`src/rtl/game_ctrl_if.sv`:
```
// Signal bundle between the game controller and its surroundings (buttons, board flags, board commands).
// The controller uses the slave view; the board/button side uses the master view.
interface game_ctrl_if;
  logic        piece_clk;
  logic        start;
  logic        btn_left;
  logic        btn_right;
  logic        btn_rot_r;
  logic        btn_rot_l;
  logic        btn_drop;
  logic        can_fall;
  logic        can_left;
  logic        can_right;
  logic        spawn_blocked;
  logic [2:0]  state;
  logic [1:0]  rotate;
  logic        drop;
  logic        piece_req;
  logic [15:0] piece_count;

  modport master (
    output piece_clk, start, btn_left, btn_right, btn_rot_r, btn_rot_l, btn_drop,
    output can_fall, can_left, can_right, spawn_blocked,
    input  state, rotate, drop, piece_req, piece_count
  );

  modport slave (
    input  piece_clk, start, btn_left, btn_right, btn_rot_r, btn_rot_l, btn_drop,
    input  can_fall, can_left, can_right, spawn_blocked,
    output state, rotate, drop, piece_req, piece_count
  );
endinterface

```
`src/rtl/game_ctrl.sv`:
```
// Falling-block game controller: turns button edges and gravity ticks into one-cycle board commands
// and tracks the number of pieces locked since the game started.
module game_ctrl #(
  parameter int GRAVITY_TICKS = 30
) (
  input logic        clk,
  input logic        reset,
  game_ctrl_if.slave bus
);

  typedef enum logic [2:0] {
    IDLE         = 3'd0,
    NEW_PIECE    = 3'd1,
    FALL         = 3'd2,
    MOVEL        = 3'd3,
    MOVER        = 3'd4,
    PIECE_PLACED = 3'd5,
    LOSS         = 3'd6,
    WAIT         = 3'd7
  } state_t;

  localparam logic [7:0] GRAV_LAST = 8'(GRAVITY_TICKS - 1);

  state_t      state_q, state_d;
  logic [5:0]  btn_q, btn_now, btn_edge;
  logic        drop_q, drop_d;
  logic        pend_q, pend_d;
  logic [7:0]  grav_q, grav_d;
  logic [15:0] count_q, count_d;
  logic [1:0]  rotate_d;
  logic        grav_wrap, grav_evt, move_l, move_r;
  logic        start_e, left_e, right_e, rot_r_e, rot_l_e, drop_e;

  assign btn_now  = {bus.start, bus.btn_left, bus.btn_right, bus.btn_rot_r, bus.btn_rot_l, bus.btn_drop};
  assign btn_edge = btn_now & ~btn_q;
  assign {start_e, left_e, right_e, rot_r_e, rot_l_e, drop_e} = btn_edge;

  always_ff @(posedge clk) begin
    if (reset) begin
      state_q <= IDLE;
      btn_q   <= '0;
      drop_q  <= 1'b0;
      pend_q  <= 1'b0;
      grav_q  <= '0;
      count_q <= '0;
    end else begin
      state_q <= state_d;
      btn_q   <= btn_now;
      drop_q  <= drop_d;
      pend_q  <= pend_d;
      grav_q  <= grav_d;
      count_q <= count_d;
    end
  end

  always_comb begin
    state_d   = state_q;
    drop_d    = drop_q;
    pend_d    = pend_q;
    grav_d    = grav_q;
    count_d   = count_q;
    rotate_d  = 2'b00;
    grav_wrap = 1'b0;
    grav_evt  = 1'b0;
    move_l    = 1'b0;
    move_r    = 1'b0;

    unique case (state_q)
      IDLE: begin
        if (start_e) begin
          state_d = NEW_PIECE;
          count_d = '0;
        end
      end

      NEW_PIECE: begin
        grav_d  = '0;
        pend_d  = 1'b0;
        drop_d  = 1'b0;
        state_d = bus.spawn_blocked ? LOSS : WAIT;
      end

      WAIT: begin
        // An active hard drop owns the piece; gravity and buttons are frozen until it lands.
        if (drop_q) begin
          state_d = bus.can_fall ? FALL : PIECE_PLACED;
        end else begin
          grav_wrap = bus.piece_clk && (grav_q == GRAV_LAST);
          if (bus.piece_clk) grav_d = grav_wrap ? 8'd0 : grav_q + 8'd1;
          grav_evt = pend_q | grav_wrap;
          move_l   = left_e & ~right_e & bus.can_left;
          move_r   = right_e & ~left_e & bus.can_right;
          pend_d   = 1'b0;
          // A gravity step that loses arbitration is remembered for the next WAIT cycle.
          if (drop_e) begin
            drop_d = 1'b1;
            pend_d = grav_evt;
          end else if (move_l) begin
            state_d = MOVEL;
            pend_d  = grav_evt;
          end else if (move_r) begin
            state_d = MOVER;
            pend_d  = grav_evt;
          end else if (grav_evt) begin
            state_d = bus.can_fall ? FALL : PIECE_PLACED;
          end else if (rot_r_e ^ rot_l_e) begin
            rotate_d = {rot_l_e, rot_r_e};
          end
        end
      end

      FALL, MOVEL, MOVER: state_d = WAIT;

      PIECE_PLACED: begin
        count_d = count_q + 16'd1;
        drop_d  = 1'b0;
        state_d = NEW_PIECE;
      end

      LOSS: begin
        if (start_e) begin
          count_d = '0;
          state_d = NEW_PIECE;
        end
      end

      default: state_d = IDLE;
    endcase
  end

  assign bus.state       = state_q;
  assign bus.rotate      = rotate_d;
  assign bus.drop        = drop_q;
  assign bus.piece_req   = (state_q == NEW_PIECE);
  assign bus.piece_count = count_q;

endmodule

```
`src/flat_wrapper.sv`:
```
// flat-port wrapper written by rule: the top's interface ports become plain ports
module game_ctrl_flat 
#(
  parameter int GRAVITY_TICKS = 30
)
  (clk, reset, bus_piece_clk, bus_start, bus_btn_left, bus_btn_right, bus_btn_rot_r, bus_btn_rot_l, bus_btn_drop, bus_can_fall, bus_can_left, bus_can_right, bus_spawn_blocked, bus_state, bus_rotate, bus_drop, bus_piece_req, bus_piece_count);
  game_ctrl_if bus_i ();
  input logic clk;
  input logic reset;
  input wire logic [$bits(bus_i.piece_clk)-1:0] bus_piece_clk;
  input wire logic [$bits(bus_i.start)-1:0] bus_start;
  input wire logic [$bits(bus_i.btn_left)-1:0] bus_btn_left;
  input wire logic [$bits(bus_i.btn_right)-1:0] bus_btn_right;
  input wire logic [$bits(bus_i.btn_rot_r)-1:0] bus_btn_rot_r;
  input wire logic [$bits(bus_i.btn_rot_l)-1:0] bus_btn_rot_l;
  input wire logic [$bits(bus_i.btn_drop)-1:0] bus_btn_drop;
  input wire logic [$bits(bus_i.can_fall)-1:0] bus_can_fall;
  input wire logic [$bits(bus_i.can_left)-1:0] bus_can_left;
  input wire logic [$bits(bus_i.can_right)-1:0] bus_can_right;
  input wire logic [$bits(bus_i.spawn_blocked)-1:0] bus_spawn_blocked;
  output wire logic [$bits(bus_i.state)-1:0] bus_state;
  output wire logic [$bits(bus_i.rotate)-1:0] bus_rotate;
  output wire logic [$bits(bus_i.drop)-1:0] bus_drop;
  output wire logic [$bits(bus_i.piece_req)-1:0] bus_piece_req;
  output wire logic [$bits(bus_i.piece_count)-1:0] bus_piece_count;
  assign bus_i.piece_clk = bus_piece_clk;
  assign bus_i.start = bus_start;
  assign bus_i.btn_left = bus_btn_left;
  assign bus_i.btn_right = bus_btn_right;
  assign bus_i.btn_rot_r = bus_btn_rot_r;
  assign bus_i.btn_rot_l = bus_btn_rot_l;
  assign bus_i.btn_drop = bus_btn_drop;
  assign bus_i.can_fall = bus_can_fall;
  assign bus_i.can_left = bus_can_left;
  assign bus_i.can_right = bus_can_right;
  assign bus_i.spawn_blocked = bus_spawn_blocked;
  assign bus_state = bus_i.state;
  assign bus_rotate = bus_i.rotate;
  assign bus_drop = bus_i.drop;
  assign bus_piece_req = bus_i.piece_req;
  assign bus_piece_count = bus_i.piece_count;
  game_ctrl #(.GRAVITY_TICKS(GRAVITY_TICKS)) u_core (.clk(clk), .reset(reset), .bus(bus_i));
endmodule
```
`config.mk`:
```
export PLATFORM = sky130hd
export DESIGN_NAME = game_ctrl_flat
export DESIGN_NICKNAME = d
export VERILOG_FILES = /design/src/rtl/game_ctrl_if.sv /design/src/rtl/game_ctrl.sv /design/src/flat_wrapper.sv
export SDC_FILE = /design/constraint.sdc
export NUM_CORES = 1
export LEC_CHECK = 0
export CAP_MARGIN = 5
export CORE_MARGIN = 5
export CORE_UTILIZATION = 50
export CTS_CLUSTER_SIZE = 12
export DETAILED_ROUTE_END_ITERATION = 6
export PLACE_DENSITY = 0.76
export SLEW_MARGIN = 25
export SYNTH_ARGS = -nofsm -noshare
export SYNTH_HDL_FRONTEND = slang
export SYNTH_SLANG_ARGS = --single-unit
export TNS_END_PERCENT = 1
```
`constraint.sdc`:
```
create_clock -name clk -period 2.3 [get_ports clk]
set_input_delay 0.46 -clock clk [delete_from_list [all_inputs] [get_ports clk]]
set_output_delay 0.46 -clock clk [all_outputs]
set_load 0.005 [all_outputs]
```
==> metrics.txt <==
status complete, no violations; initial core utilization 0.5147; post-route setup slack 0.09791 ns; Power Dens Cells 707.8 nW/um2; worst min path class reg2reg; internal power 0.001177 W; Combinational Power Share 0.351; Final setup violation count 0; core area 3661 um2; Rel. slew slack 0.6690; Post-Syn Area 1884 um2; GPL Wtd Cong 0.8301; Horiz. Die Dim 71.39 um; routed wire length 4151 um; Reg-to-Reg End u_core.bus.piece_count[5]$_SDFFE_PP0P_; crit-path max FO 3; Yosys warnings 0; Hold Buf Count CTS 0; Antenna diodes 0; ANT nets after route 0; Reg clk slew, reported paths 0.07 ns; PortBufs 35; Worst Hold Endpoint u_core.grav_q[7]$_SDFFE_PP0P_; sequential power share 0.387; Net Switching 0.0005715 W; Site Rows 22; top-level I/O count 36; Nets 281; Pre-Repair DR Iteration Count 4; Hold Slack 0.4912 ns; asr flop ratio synth 0; Worst Path Required 1.84 ns; post-synthesis sequential area ratio 0.3718; Post-Synthesis Cells 215; Vias/cell 5.719; worst reg-to-reg setup slack 0.56 ns; FMAX 454.1 MHz; worst-case reg-to-reg path depth 6; number of distinct library cells after synthesis 51; final instance area 2470 um2; Worst setup EP type primary output; Core Util, Final 0.6746; via count 1790; CTS tree done; M2 GR Usage 0.2490; Final Hold Viols 0; postcts setup bufs 0; clock share of power 0.261; CP Data Arrival Time 1.74 ns; clock buffer depth 2; layout overhead on the synthesized area 31.08%; EDFF count, synth 0; gr usage total 0.1695; synth top area cells dfxtp_1 (37%), o31ai_1 (5.2%), a21oi_1 (4.5%), or4_1 (4.0%), nor2b_1 (3.0%); count leader, synth dfxtp_1; total die area 5097 um2; WHS Path Cells 2; Avg Inst Size Synth 8.764 um2; clk root buf clkbuf_8; CP Launch Type input pin; total CTS buffers 5; Max H-tree Level 2; Max Cap Viol 0; DR iter-0 viols 131; Crit Path Category in2out; Peak VDD IR 0.0004370 V; final worst-path cycle share 0.9574; leakage 0.8599 nW; met3 usage 0.06171; clk_lat worst skew 0.29 ns; HPWL Detailed 3076 um; Synth top area share 0.3718; global routing met1 resource utilization 0.2269; worst slew pin tran 0.4951 ns; routed len/inst 13.26 um; DP Area 2374 um2; Layout Skew 0.005636 ns; proportion of layout cells with a drive suffix above 1 0.1472; first-pass GRT wire length 6989 um; syn nets 231; Synth Flop Type dfxtp_1; RSZ-0062 raised after global routing yes; Synth top cells by count dfxtp_1 (35), a21oi_1 (17), o31ai_1 (13), nand3_1 (10), or4_1 (10); grt ovf 0; pins over their slew limit 0; height of the die 71.39 um; reg2reg start u_core.bus.state[1]$_SDFFE_PP0P_; Sw Share 0.3269; initial antenna violation count 0; Place WS -0.3767 ns; remaining routing DRC violations 0; minimum clock period 2.202 ns; largest net degree at the start of global routing 30; vias in the first global route 1559; Hold Path Origin u_core.grav_q[7]$_SDFFE_PP0P_; # clock sinks 35; GR peak layer met2; post-synthesis register bit count 35; cell type with the largest total area after synthesis dfxtp_1
area by class of cell:
cell class / count / area, um2
flip-flops and latches: 35 / 700.7
clock inverters: 1 / 5.005
fillers: 304 / 1191
well taps: 48 / 60.06
inverters: 6 / 22.52
multi-input cells: 163 / 1095
repair buffers: 54 / 504.2
clock buffers: 6 / 82.58
layout by cell type, fill, tap and decap left out, types with 7 or more instances in the layout:
master and instances:
nor2_1 9, nand3_1 10, or4_1 10, a21oi_1 17, buf_4 18, nor2b_1 8
o31ai_1 13, dfxtp_1 35, clkdlybuf4s50_1 31, nand2_1 9, nand4_1 7
power by group through the flow:
stage | Clock, W | Sequential [W] | Combinational (W)
global route | 0.000498 | 0.000684 | 0.000672
global placement | 0 | 0.000690 | 0.000611
detailed placement | 0 | 0.000691 | 0.000611
floorplan | 0 | 0.000693 | 0.000408
finish | 0.000457 | 0.000677 | 0.000614
CTS | 0.000470 | 0.000678 | 0.000615
how the worst max path moves through the flow:
stage / slack [ns] / depth (start not counted) / start / endpoint
floorplan: 0.51 / 4 / u_core.bus.state[0]$_SDFFE_PP0P_ / bus_rotate[0]
global placement: -0.33 / 6 / bus_btn_right / bus_rotate[0]
detailed placement: -0.38 / 6 / bus_btn_right / bus_rotate[0]
CTS: 0.07 / 5 / bus_btn_drop / bus_rotate[1]
global route: -0.002 / 5 / bus_btn_drop / bus_rotate[1]
finish: 0.1 / 5 / bus_btn_drop / bus_rotate[1]
registers in the layout, summed over array words and instances, names as in the netlist:
| name | count |
|---|---|
| u_core.bus.piece_count | 16 |
| u_core.grav_q | 8 |
| u_core.btn_q | 6 |
| u_core.bus.state | 3 |
| u_core.bus.drop | 1 |
| u_core.pend_q | 1 |
logic make-up after synthesis:
family                   share of synthesized area
buffers and inverters                      0.05245
XOR/XNOR                                   0.03321
adder cells (fa/ha/maj)                    0.01992
multiplexers                              0.005312
flip-flops                                  0.3718
AND/OR/NAND/NOR                             0.3041
AO/OA/AOI/OAI                               0.2131
metrics by stage:
stage / power (W) / cells / setup TNS (ns)
floorplan: 0.001101 / 215 / 0
global placement: 0.001301 / 306 / -0.6208
detailed placement: 0.001303 / 306 / -0.6741
CTS: 0.001762 / 313 / 0
global route: 0.001854 / 313 / -0.002431
finish: 0.001748 / 313 / 0
what timing repair did:
action,CTS,global route
gates resized for setup,9,1
pin swaps,2,0
setup endpoints to repair,2,1
routing by layer:
layer,vias up,share of wire
met5,-,0
met4,0,0.017
met3,7,0.057
met2,30,0.44
met1,831,0.49
li1,922,-
worst max-delay path, stage by stage:
cell and delay, ns:
clkdlybuf4s50_1 0.42, nor2b_1 0.14, or2_2 0.30, nor3_1 0.19, clkdlybuf4s15_1 0.23
Power figures use the tool's default switching activity.
